==> src/rtl/fdt_alloc_dispatch_pkg.sv <==
// Shared definitions for the first-level directory table (FDT) allocator.
// Size-class encodings and table geometry used by the dispatch block.
package fdt_alloc_dispatch_pkg;

    localparam int FDT_BIT_WIDTH   = 4;
    localparam int FDT_INDEX_WIDTH = 6;
    localparam int REQ_ID_WIDTH    = 8;

    typedef enum logic [1:0] {
        REQ_512 = 2'd0,
        REQ_1K  = 2'd1,
        REQ_2K  = 2'd2,
        REQ_4K  = 2'd3
    } req_size_e;

endpackage

==> src/rtl/fdt_alloc_dispatch_first_free.sv <==
// Lowest-zero priority encoder over one FDT column vector.
// Purely combinational: found=0 when every row is full.
module fdt_first_free #(
    parameter int ROWS  = 64,
    parameter int IDX_W = 6
) (
    input  logic [ROWS-1:0]  vec,
    output logic             found,
    output logic [IDX_W-1:0] idx
);

    // Scan downward so the lowest free row is the last one written.
    always_comb begin
        found = 1'b0;
        idx   = '0;
        for (int i = ROWS - 1; i >= 0; i--) begin
            if (!vec[i]) begin
                found = 1'b1;
                idx   = IDX_W'(i);
            end
        end
    end

endmodule

==> src/rtl/fdt_alloc_dispatch.sv <==
// FDT row-full table plus a serialising request dispatcher that picks
// the lowest free row per size class and issues it to the and-tree.
module fdt_alloc_dispatch
    import fdt_alloc_dispatch_pkg::*;
#(
    parameter int ROWS  = 64,
    parameter int IDX_W = FDT_INDEX_WIDTH,
    parameter int ID_W  = REQ_ID_WIDTH
) (
    input  logic                     clk,
    input  logic                     rst_n,
    input  logic                     req_valid,
    output logic                     req_ready,
    input  logic [ID_W-1:0]          req_id,
    input  logic [1:0]               req_size,
    output logic                     alloc_valid_out,
    output logic [ID_W-1:0]          alloc_id_out,
    output logic [IDX_W-1:0]         alloc_pos_out,
    output logic [1:0]               alloc_size_out,
    output logic                     fail_valid,
    output logic [ID_W-1:0]          fail_id,
    input  logic                     fdt_update_valid,
    input  logic [IDX_W-1:0]         fdt_update_idx,
    input  logic [FDT_BIT_WIDTH-1:0] fdt_update_bit_sequence,
    input  logic                     alloc_done
);

    typedef enum logic [2:0] {
        S_IDLE,
        S_SEARCH,
        S_ISSUE,
        S_FAIL,
        S_WAIT
    } state_e;

    state_e state_q, state_d;

    logic [FDT_BIT_WIDTH-1:0][ROWS-1:0] full_q, full_d;

    logic [ID_W-1:0]  id_q, id_d;
    logic [1:0]       size_q, size_d;
    logic             req_ready_q, req_ready_d;
    logic             alloc_valid_q, alloc_valid_d;
    logic [ID_W-1:0]  alloc_id_q, alloc_id_d;
    logic [IDX_W-1:0] alloc_pos_q, alloc_pos_d;
    logic [1:0]       alloc_size_q, alloc_size_d;
    logic             fail_valid_q, fail_valid_d;
    logic [ID_W-1:0]  fail_id_q, fail_id_d;

    logic [ROWS-1:0]  search_vec;
    logic             ff_found;
    logic [IDX_W-1:0] ff_idx;

    always_comb begin
        full_d = full_q;
        if (fdt_update_valid) begin
            for (int k = 0; k < FDT_BIT_WIDTH; k++) begin
                full_d[k][fdt_update_idx] = fdt_update_bit_sequence[k];
            end
        end
    end

    // A write landing in the search cycle must win over the stale row.
    always_comb begin
        search_vec = full_q[size_q];
        if (fdt_update_valid) begin
            search_vec[fdt_update_idx] = fdt_update_bit_sequence[size_q];
        end
    end

    fdt_first_free #(
        .ROWS  (ROWS),
        .IDX_W (IDX_W)
    ) u_first_free (
        .vec   (search_vec),
        .found (ff_found),
        .idx   (ff_idx)
    );

    always_comb begin
        state_d       = state_q;
        id_d          = id_q;
        size_d        = size_q;
        alloc_valid_d = 1'b0;
        alloc_id_d    = alloc_id_q;
        alloc_pos_d   = alloc_pos_q;
        alloc_size_d  = alloc_size_q;
        fail_valid_d  = 1'b0;
        fail_id_d     = fail_id_q;

        unique case (state_q)
            S_IDLE: begin
                if (req_valid && req_ready_q) begin
                    id_d    = req_id;
                    size_d  = req_size;
                    state_d = S_SEARCH;
                end
            end
            S_SEARCH: begin
                if (ff_found) begin
                    alloc_valid_d = 1'b1;
                    alloc_id_d    = id_q;
                    alloc_pos_d   = ff_idx;
                    alloc_size_d  = size_q;
                    state_d       = S_ISSUE;
                end else begin
                    fail_valid_d = 1'b1;
                    fail_id_d    = id_q;
                    state_d      = S_FAIL;
                end
            end
            S_ISSUE: state_d = S_WAIT;
            S_FAIL:  state_d = S_IDLE;
            S_WAIT: begin
                if (alloc_done) begin
                    state_d = S_IDLE;
                end
            end
            default: state_d = S_IDLE;
        endcase

        req_ready_d = (state_d == S_IDLE);
    end

    always_ff @(posedge clk or negedge rst_n) begin
        if (!rst_n) begin
            state_q       <= S_IDLE;
            full_q        <= '0;
            id_q          <= '0;
            size_q        <= '0;
            req_ready_q   <= 1'b0;
            alloc_valid_q <= 1'b0;
            alloc_id_q    <= '0;
            alloc_pos_q   <= '0;
            alloc_size_q  <= '0;
            fail_valid_q  <= 1'b0;
            fail_id_q     <= '0;
        end else begin
            state_q       <= state_d;
            full_q        <= full_d;
            id_q          <= id_d;
            size_q        <= size_d;
            req_ready_q   <= req_ready_d;
            alloc_valid_q <= alloc_valid_d;
            alloc_id_q    <= alloc_id_d;
            alloc_pos_q   <= alloc_pos_d;
            alloc_size_q  <= alloc_size_d;
            fail_valid_q  <= fail_valid_d;
            fail_id_q     <= fail_id_d;
        end
    end

    assign req_ready       = req_ready_q;
    assign alloc_valid_out = alloc_valid_q;
    assign alloc_id_out    = alloc_id_q;
    assign alloc_pos_out   = alloc_pos_q;
    assign alloc_size_out  = alloc_size_q;
    assign fail_valid      = fail_valid_q;
    assign fail_id         = fail_id_q;

endmodule

==> config.mk <==
export PLATFORM = sky130hd
export DESIGN_NAME = fdt_alloc_dispatch
export DESIGN_NICKNAME = d
export VERILOG_FILES = /design/src/rtl/fdt_alloc_dispatch_pkg.sv /design/src/rtl/fdt_alloc_dispatch_first_free.sv /design/src/rtl/fdt_alloc_dispatch.sv
export SDC_FILE = /design/constraint.sdc
export NUM_CORES = 1
export LEC_CHECK = 0
export CORE_UTILIZATION = 45
export DETAILED_ROUTE_END_ITERATION = 7
export SYNTH_ARGS = -nofsm -noshare
export SYNTH_HDL_FRONTEND = slang
export SYNTH_SLANG_ARGS = --single-unit
==> constraint.sdc <==
create_clock -name clk -period 3.2 [get_ports clk]
set_input_delay 0.32 -clock clk [delete_from_list [all_inputs] [get_ports clk]]
set_output_delay 0.32 -clock clk [all_outputs]
set_load 0.01 [all_outputs]
# == Yosys cells after proc, flatten, opt, wreduce, memory -nomap -nowiden ==
# Cells that the tools add are included.
# op_classes
div_mod_pow,0
order_cmp,3
n_addsub,0
n_shift,0
mul,0
muxes,148
eq_ne,3
bitwise_logic,1
reduce_logical,7
# ops
operator,count
$mux W6,64
$bwmux W64,5
$bmux W64 S2,1
$mux W64,2
$mux W1,71
$pmux W3 S4,1
$lt A6 B7 Y1 const B,1
$demux W1 S6,1
$ge A6 B1 Y1 const B,1
$logic_not A3 Y1,2
$mux W3,2
$reduce_and A2 Y1,3
$eq A3 B1 Y1 const B,1
$eq A3 B2 Y1 const B,1
$eq A3 B3 Y1 const B,1
$lt A2 B3 Y1 const B,1
$bmux W1 S2,1
$logic_and A1 B1 Y1,2
$not A1 Y1,1
# word_totals
ram_bits,0
regBits,296
memories,0
latch_bits,0
input_bits,25
word_cells,176
rom_bits,0

# == Logic depth before layout (Yosys ltp) ==
# Gate-level depths: netlist of the first run.
# logic_depth
ltp_word,73
depth_mapped,12
depth_no_buf,9

# == Hierarchy ==
# From an unflattened synthesis of the first run, not the netlist that was laid out.
# hier_totals
cells_unflattened,1019
area_unflattened_um2,14577.7
# by_module_without_submodules
mod,cells_per_inst,instances,seq_area_each_um2,area_per_inst_um2
fdt_alloc_dispatch,875,1,7407.1,13759.4
fdt_first_free,144,1,0.0,818.3

# == Worst setup path after synthesis of the first run ==
# Ideal clock, no wire load.
# synth_path
kind,reg-to-reg
startpoint,register size_q[0]
endpoint,"register alloc_id_q[1], in the netlist alloc_id_out[1]"
path_slack_ps,347
stages_incl_launch_ff,11
t_required_ps,3075
n_path_buf,4
period_less_slack_ps,2853
t_arrival_ps,2728
cell_sequence,dfrtp_1 buf_6 buf_12 buf_12 mux2_4 o41ai_4 o2111ai_2 nor4_4 a21o_4 buf_8 mux2_4
# synth_between
elab_chain_len,69
# synth_lines
element,line,rtl
"start, declared",fdt_alloc_dispatch.sv:41,"logic [1:0] size_q, size_d;"
"start signal, assigned",fdt_alloc_dispatch.sv:142,size_q <= size_d;
$bmux W64 S2 / $bmux W1 S2 (equally long branches),"fdt_alloc_dispatch.sv:65, fdt_alloc_dispatch.sv:67",
$mux W64 (not written as such) / $mux W1 (equally long branches),"fdt_alloc_dispatch.sv:65, fdt_alloc_dispatch.sv:67",
$bwmux W64,fdt_alloc_dispatch.sv:67,search_vec[fdt_update_idx] = fdt_update_bit_sequence[size_q];
$mux W64 *,fdt_alloc_dispatch.sv:66,if (fdt_update_valid) begin
$mux W1 (63 in series),fdt_alloc_dispatch_first_free.sv:17,if (!vec[i]) begin
$mux W1 *,fdt_alloc_dispatch_first_free.sv:17,
$reduce_and A2 Y1 (no line) *,-,
"end signal, assigned",fdt_alloc_dispatch.sv:145,alloc_id_q <= alloc_id_d;
"end, declared",fdt_alloc_dispatch.sv:44,"logic [ID_W-1:0] alloc_id_q, alloc_id_d;"
# Mark *: on every way between the ends. The rest lies on a longest branch, timed or not. The select of a mux whose other input is x is not followed.
# A chain may end at the register's enable or synchronous reset.

# == Worst setup path after layout of the first run ==
# layout_path
startpoint,register size_q[0]
endpoint,"register alloc_pos_q[0], in the netlist alloc_pos_out[0]"
# layout_between
elab_chain_len,69
# layout_lines
element,line,rtl
$bmux W64 S2 / $bmux W1 S2 (equally long branches),"fdt_alloc_dispatch.sv:65, fdt_alloc_dispatch.sv:67",
$mux W64 (not written as such) / $mux W1 (equally long branches),"fdt_alloc_dispatch.sv:65, fdt_alloc_dispatch.sv:67",
$bwmux W64,fdt_alloc_dispatch.sv:67,
$mux W64 *,fdt_alloc_dispatch.sv:66,
$mux W1 (64 in series),fdt_alloc_dispatch_first_free.sv:17,
$reduce_and A2 Y1 (no line),-,
"end signal, assigned",fdt_alloc_dispatch.sv:146,alloc_pos_q <= alloc_pos_d;
"end, declared",fdt_alloc_dispatch.sv:45,"logic [IDX_W-1:0] alloc_pos_q, alloc_pos_d;"
# Marked as above.

==> results of run 1 <==
-- worst reg2reg max path, stage by stage, from the launching register on --
cell and delay (ns):
dfrtp_4 0.54, mux4_2 0.56, buf_12 0.17, buf_6 0.16, buf_4 0.17, and3_1 0.16, a221o_1 0.28, a21boi_2 0.17
nor2_1 0.06, a221o_1 0.34, a221o_1 0.37, a2bb2oi_2 0.13
-- layer usage --
metal	up-vias	share of wire
met4	0	0.028
met5	-	0
met2	392	0.47
met3	83	0.053
met1	6160	0.45
li1	5349	-
-- worst max path at each step --
stage                                from                           end  slack, ns  cells past startpoint
finish              size_q[0]$_DFFE_PN0P_  alloc_pos_out[0]$_DFFE_PN0P_       0.02                     11
global placement         fdt_update_valid  alloc_pos_out[2]$_DFFE_PN0P_      -0.57                     12
global route        size_q[0]$_DFFE_PN0P_        fail_id[2]$_DFFE_PN0P_      -0.04                     11
detailed placement       fdt_update_valid  alloc_pos_out[2]$_DFFE_PN0P_      -0.62                     12
floorplan           size_q[0]$_DFFE_PN0P_   alloc_id_out[1]$_DFFE_PN0P_       0.35                     10
CTS                 size_q[0]$_DFFE_PN0P_        fail_id[3]$_DFFE_PN0P_      0.008                      9
-- power groups by stage --
stage | logic, W | registers, W | clock network [W]
floorplan | 0.00298 | 0.00469 | 0
detailed placement | 0.00444 | 0.00480 | 0
finish | 0.00470 | 0.00475 | 0.00374
CTS | 0.00459 | 0.00475 | 0.00383
global placement | 0.00439 | 0.00477 | 0
global route | 0.00501 | 0.00484 | 0.00398
-- cells in the mapped netlist (4+ instances only) --
cell | instances | share of area
a211oi_1 | 5 | 0.0023
a21oi_1 | 27 | 0.0084
a221o_1 | 4 | 0.0025
a221oi_1 | 4 | 0.0022
a22oi_1 | 11 | 0.0052
a31oi_1 | 4 | 0.0016
and2_1 | 6 | 0.0023
and3_1 | 7 | 0.0027
and4b_1 | 4 | 0.0025
buf_1 | 5 | 0.0012
buf_2 | 26 | 0.0081
buf_4 | 14 | 0.0066
buf_6 | 11 | 0.0077
clkbuf_1 | 44 | 0.010
dfrtp_1 | 296 | 0.46
inv_1 | 9 | 0.0021
mux2_1 | 5 | 0.0035
mux2_2 | 275 | 0.19
mux2_4 | 7 | 0.0066
mux2i_1 | 14 | 0.0088
mux4_2 | 67 | 0.094
nand2_1 | 75 | 0.018
nand3_1 | 28 | 0.0088
nand3b_1 | 6 | 0.0028
nand4_1 | 32 | 0.013
nand4b_1 | 4 | 0.0022
nor2_1 | 54 | 0.013
nor3_1 | 6 | 0.0019
o2111ai_1 | 4 | 0.0022
o211a_1 | 6 | 0.0038
o211ai_1 | 48 | 0.023
o21a_1 | 4 | 0.0019
o21ai_0 | 71 | 0.022
o221ai_1 | 6 | 0.0033
o22ai_1 | 4 | 0.0016
or3b_2 | 5 | 0.0027
-- repair_timing --
| item | in CTS | in global routing |
|---|---|---|
| endpoints found under the hold margin | 108 | 0 |
| pin swaps | 6 | 14 |
| resized for setup | 7 | 12 |
| buffers inserted | 5 | 6 |
| hold buffers | 1 | 0 |
| cloned | 1 | 3 |
| setup endpoints to repair | 22 | 22 |
-- kinds of logic after synthesis --
kind of cell | count (synthesis)
mux | 368
flops | 296
simple gates | 257
compound gates | 234
buf+inv | 113
-- per-stage QoR --
step | cell area, sq um | hold WS, ns
final | 19800 | 0.415
after global routing | 19800 | 0.419
after CTS | 19700 | 0.404
after detailed placement | 18500 | 0.473
after global placement | 18500 | 0.470
after floorplan | 16000 | 0.0244
-- flip-flops by register name, summed over array words and instances, names as in the netlist --
signal	cells
full_q	256
alloc_id_out	8
fail_id	8
id_q	8
alloc_pos_out	6
state_q	3
alloc_size_out	2
size_q	2
alloc_valid_out	1
fail_valid	1
req_ready	1
-- layout make-up --
cell class / count / area [sq um]
fillers: 2923 / 15000
flip-flops and latches: 296 / 7410
clock buffers: 52 / 978
clock inverters: 8 / 90.1
well taps: 455 / 569
inverters: 10 / 37.5
repair buffers: 308 / 2680
multi-input cells: 861 / 8060
==> impl_results.md, run 1 <==
* Result of the run: complete, no violations
* Leakage at 8.79 nW
* Tightest Pin Transition at 0.941 ns
* Largest family of logic cells by synthesized area: multiplexers
* Pin count of the biggest net entering global routing at 118
* Routed length per placed instance at 23.2 um
* Die Span X at 191 um
* # setup viols final at 0
* CTS tree: done
* DRT Pass-1 Iters at 5
* DRC at 0
* Root Driver: clkbuf_16
* Total power at 0.0132 W
* Post-Route Setup TNS at 0 ns
* Setup ws final at 0.0193 ns
* R2R Path End: alloc_pos_out[0]$_DFFE_PN0P_
* Relative slew slack at 0.373
* Nature of the critical path startpoint: flop
* Clock Power Share at 0.283
* RSZ-0062 raised after global routing: true
* Clk buf depth at 3
* Post-synthesis simple-gate area fraction at 0.0888
* Commonest cells after routing, fill and taps aside: dfrtp_1 (294), mux2_2 (275), buf_4 (237)
* Final worst-path cycle share at 0.994
* Layout cell share with drive strength beyond 1 at 0.454
* Layout Skew at 0.0180 ns
* Async SR Flop Fraction at 1.00
* Syn nets at 1293
* Ant diodes at 0
* Routability cong. at 1.00
* Pre-CTS setup slack at -0.622 ns
* Clock sink count at 296
* Core area at 34800 sq um
* Combinational share of power at 0.356
* NetSw at 0.00423 W
* Min-Delay Endpoint: id_q[4]$_DFFE_PN0P_
* Internal at 0.00896 W
* Depth of the most critical reg-to-reg path at 11
* Reg power frac at 0.360
* Busiest layer in global routing: met2
* Min Clock Period, post-route at 3.18 ns
* Die extent in y at 191 um
* Adder-cell share of the synthesized area at 0
* Sequential share of the synthesized area at 0.463
* Synthesized flop and latch total at 296
* # Max-Cap Violations at 0
* Critical path cell sequence: mux4_2 > buf_12 > buf_6 > buf_4 > and3_1 > a221o_1 > a21boi_2 > nor2_1 > a221o_1 > a221o_1 > a2bb2oi_2
* Synth Area in Compound Gates at 0.102
* Site Rows at 68
* Post-synth EDFFs at 0
* Max Transition Viols Final at 0
* Clk_lat worst skew at 0.53 ns
* Worst hold path type: in2reg
* Post-synthesis mux area share at 0.306
* DRT iter0 DRCs at 859
* Clock-pin slew on the worst setup and hold paths at 0.06 ns
* Sw frac at 0.321
* Total track usage at 0.260
* Fin nets at 1536
* Starting Density at 0.460
* DRT Wirelength at 46100 um
* Yosys cell types at 81
* H-Tree Depth at 2
* Mean post-synth cell area at 12.6 sq um
* Via density at 6.02
* Most frequent CP cell: a221o_1
* Post-route antenna net violation count at 0
* Worst R2R Setup Slack at 0.02 ns
* PwrDens at 665 nW/um^2
* Met1 usage at 0.367
* M2 GR Usage at 0.414
* Mapped Area at 16000 sq um
* Type of the worst setup path: reg2reg
* Top Ports at 52
* CP max stage delay at 0.56 ns
* Peak supply drop at 0.477 mV
* Vias in the first global route at 12400
* PortBufs at 51
* RR Startpoint: size_q[0]$_DFFE_PN0P_
* Worst setup EP type: flop
* Slowest CP cell: mux4_2
* Placed cell count at 1914
* Gate Count Post-Synth at 1268
* WP data arrival at 3.63 ns
* Grt total ovfl at 0
* Hold Violations, Final at 0
* Met3 usage at 0.0353
* Full die area at 36300 sq um
* Crit path buf inv count at 3
* Top FF cell, synth: dfrtp_1
* Util after Layout at 0.570
* Crit path required time at 3.65 ns
* Non-Filler Instances at 1990
* Crit Path Max Fanout at 17
* F_max at 0.314 GHz
* Post-Synth XOR/XNOR Area at 0
* First-pass GRT wire length at 72400 um
* Total CTS buffers at 34
* Dpl hpwl at 32000 um
* Commonest non-fill, non-tap cell in the layout: dfrtp_1
* Vias post-DR at 12000
* Hold path cells at 2
* Initial antenna violation count at 0
* Top delay family on crit path: compound AO/OA/AOI/OAI gates
* Synth warn at 0
* Hold path startpoint: req_id[4]
* Area grow syn2layout at 23.8%
No activity file was read; power rests on OpenSTA's default activity.
==> run 2, diff against run 1 <==
- ABC_CLOCK_PERIOD_IN_PS: not set -> 2700
- CTS_BUF_LIST: not set -> sky130_fd_sc_hd__clkbuf_4
- clock period: 3.2 -> 2.7 ns (I/O delays scaled with it)
==> impl_results.md, run 2 (synthesis gave the netlist of run 1 again) <==
* Result of the run: finished with violations (was complete, no violations)
* Failing checks: negative setup slack
* Min Clock Period, post-route at 3.25 ns (was 3.18 ns)
* H-Tree Depth at 3 (was 2)
* Die Span X at 191 um (unchanged)
* Top layer in use: met4 (unchanged)
* Met1 wire length at 21500 um (was 20600 um)
* NetSw at 0.00520 W (was 0.00423 W)
* Clk_lat worst skew at 0.74 ns (was 0.53 ns)
* Layout Skew at 0.0273 ns (was 0.0180 ns)
* Routed length per placed instance at 22.3 um (was 23.2 um)
* Commonest cells after routing, fill and taps aside: buf_4 (313), dfrtp_1 (294), mux2_2 (274) (was dfrtp_1 (294), mux2_2 (275), buf_4 (237))
* Top delay family on crit path: multiplexers (was compound AO/OA/AOI/OAI gates)
* Depth of the most critical reg-to-reg path at 11 (unchanged)
* Die extent in y at 191 um (unchanged)
* Clock Power Share at 0.253 (was 0.283)
* Core area at 34800 sq um (unchanged)
* Clk buf depth at 3 (unchanged)
* First-pass GRT wire length at 76000 um (was 72400 um)
* Crit path buf inv count at 4 (was 3)
* Pin count of the biggest net entering global routing at 81 (was 118)
* Fin nets at 1668 (was 1536)
* Layout cell share with drive strength beyond 1 at 0.522 (was 0.454)
* Largest register FFs at 256 (unchanged)
* # Max-Cap Violations at 0 (unchanged)
* Crit path required time at 3.31 ns (was 3.65 ns)
* Critical path cell sequence: mux4_2 > buf_12 > buf_8 > buf_6 > nand2_4 > o211ai_1 > nand4_1 > nor4_4 > buf_4 > nand3_4 > mux2_4 (was mux4_2 > buf_12 > buf_6 > buf_4 > and3_1 > a221o_1 > a21boi_2 > nor2_1 > a221o_1 > a221o_1 > a2bb2oi_2)
* Final instance area at 20500 sq um (was 19800 sq um)
* Slowest CP cell: dfrtp_4 (was mux4_2)
* Full die area at 36300 sq um (unchanged)
* Total power at 0.0158 W (was 0.0132 W)
* Tightest Pin Transition at 0.837 ns (was 0.941 ns)
* Routability cong. at 0.983 (was 1.00)
* Nature of the critical path startpoint: flop (unchanged)
* Initial antenna violation count at 2 (was 0)
* DRC at 0 (unchanged)
* Type of the worst setup path: reg2reg (unchanged)
* Non-Filler Instances at 2154 (was 1990)
* Area grow syn2layout at 28.2% (was 23.8%)
* Worst setup EP type: flop (unchanged)
* Site Rows at 68 (unchanged)
* Via density at 5.86 (was 6.02)
* # setup viols final at 27 (was 0)
* PwrDens at 770 nW/um^2 (was 665 nW/um^2)
* Leakage at 9.33 nW (was 8.79 nW)
* Vias post-DR at 12600 (was 12000)
* DRT Wirelength at 48000 um (was 46100 um)
* Clock sink count at 296 (unchanged)
* Metal2 WL at 22300 um (was 21800 um)
* WP data arrival at 3.86 ns (was 3.63 ns)
* Reg power frac at 0.356 (was 0.360)
* Commonest non-fill, non-tap cell in the layout: buf_4 (was dfrtp_1)
* Top Ports at 52 (unchanged)
* CP max stage delay at 0.57 ns (was 0.56 ns)
* Max Transition Viols Final at 0 (unchanged)
* Combinational share of power at 0.391 (was 0.356)
* Levels on crit path at 11 (unchanged)
* Relative slew slack at 0.442 (was 0.373)
* Met3 wire length at 2510 um (was 2440 um)
* Vias in the first global route at 13300 (was 12400)
* Total track usage at 0.276 (was 0.260)
* Dpl hpwl at 33700 um (was 32000 um)
* Sw frac at 0.329 (was 0.321)
* Crit Path Max Fanout at 6 (was 17)
* Peak supply drop at 0.478 mV (was 0.477 mV)
* DRT Pass-1 Iters at 5 (unchanged)
* Worst hold path type: in2async (was in2reg)
* Placed cell count at 1982 (was 1914)
* Clock-pin slew on the worst setup and hold paths at 0.07 ns (was 0.06 ns)
* Final worst-path cycle share at 1.20 (was 0.994)
* F_max at 0.308 GHz (was 0.314 GHz)
* Largest register by flop count: full_q (unchanged)
* CTS tree: done (unchanged)
* DP Area at 19000 sq um (was 18500 sq um)
* Post-route antenna net violation count at 0 (unchanged)
* Internal at 0.0106 W (was 0.00896 W)
* RSZ-0062 raised after global routing: true (unchanged)
* Root Driver: clkbuf_4 (was clkbuf_16)
* PortBufs at 51 (unchanged)
* Grt total ovfl at 0 (unchanged)
* Total CTS buffers at 80 (was 34)
* Starting Density at 0.460 (unchanged)
* DRT iter0 DRCs at 855 (was 859)
* Setup ws final at -0.547 ns (was 0.0193 ns)
* Hold Violations, Final at 0 (unchanged)
-- run 2: changes by cell type in the layout (fill, tap and decap cells not counted), moves of 7 or more --
cell	before	now
buf_6	2	13
clkbuf_16	35	0
clkbuf_4	0	123
buf_4	237	313
clkbuf_1	12	0
clkinv_1	0	7
-- run 2: layout make-up --
cell class | count | area [sq um]
repair buffers | 394 | 3320
flip-flops and latches | 296 | 7410
fillers | 2919 | 14300
clock inverters | 13 | 86.3
well taps | 455 | 569
multi-input cells | 861 | 8160
inverters | 10 | 37.5
clock buffers | 123 | 923
diodes | 2 | 5.00
-- run 2: path summary, 6_finish.rpt --
path                                               from                      endpoint  slack, ns
max reg2reg                       size_q[0]$_DFFE_PN0P_        fail_id[7]$_DFFE_PN0P_      -0.55
max                               size_q[0]$_DFFE_PN0P_        fail_id[7]$_DFFE_PN0P_      -0.55
min in group clk                              req_id[4]           id_q[4]$_DFFE_PN0P_       0.14
min reg2reg                alloc_pos_out[3]$_DFFE_PN0P_  alloc_pos_out[3]$_DFFE_PN0P_       0.48
min                                               rst_n       full_q[183]$_DFFE_PN0P_       0.12
max in group asynchronous                         rst_n         size_q[0]$_DFFE_PN0P_       1.68
-- run 2: repair_timing --
| item | 4_1_cts | 5_1_grt |
|---|---|---|
| resized for setup | 31 | 31 |
| pin swaps | 30 | 23 |
| gates cloned | 3 | 0 |
| hold buffers | 1 | 0 |
| setup endpoints to repair | 27 | 27 |
| endpoints found under the hold margin | 129 | 0 |
| buffers inserted | 24 | 7 |
-- run 2: metal layers --
layer  global-route usage  vias to the layer above
met5                    0                        -
met4                0.116                        0
met3               0.0550                      119
met2                0.431                      402
met1                0.376                     6443
li1                     -                     5654
-- run 2: metrics by stage --
| stage | TNS (ns) | utilization | worst slack, ns | hold slack, ns |
|---|---|---|---|---|
| after floorplan | -0.475 | - | -0.0792 | -0.0256 |
| after global placement | -18.52 | 0.546 | -0.789 | 0.317 |
| after detailed placement | -19.20 | 0.546 | -0.800 | 0.320 |
| after CTS | -11.58 | 0.585 | -0.526 | 0.0696 |
| after global routing | -13.10 | 0.590 | -0.626 | 0.0677 |
| final | -11.44 | 0.590 | -0.547 | 0.124 |
-- run 2: power by group through the flow --
stage / registers, W / clock network, W / logic, W
floorplan: 0.00556 / 0 / 0.00355
global placement: 0.00566 / 0 / 0.00559
detailed placement: 0.00570 / 0 / 0.00563
CTS: 0.00562 / 0.00413 / 0.00605
global route: 0.00573 / 0.00438 / 0.00657
finish: 0.00563 / 0.00399 / 0.00617
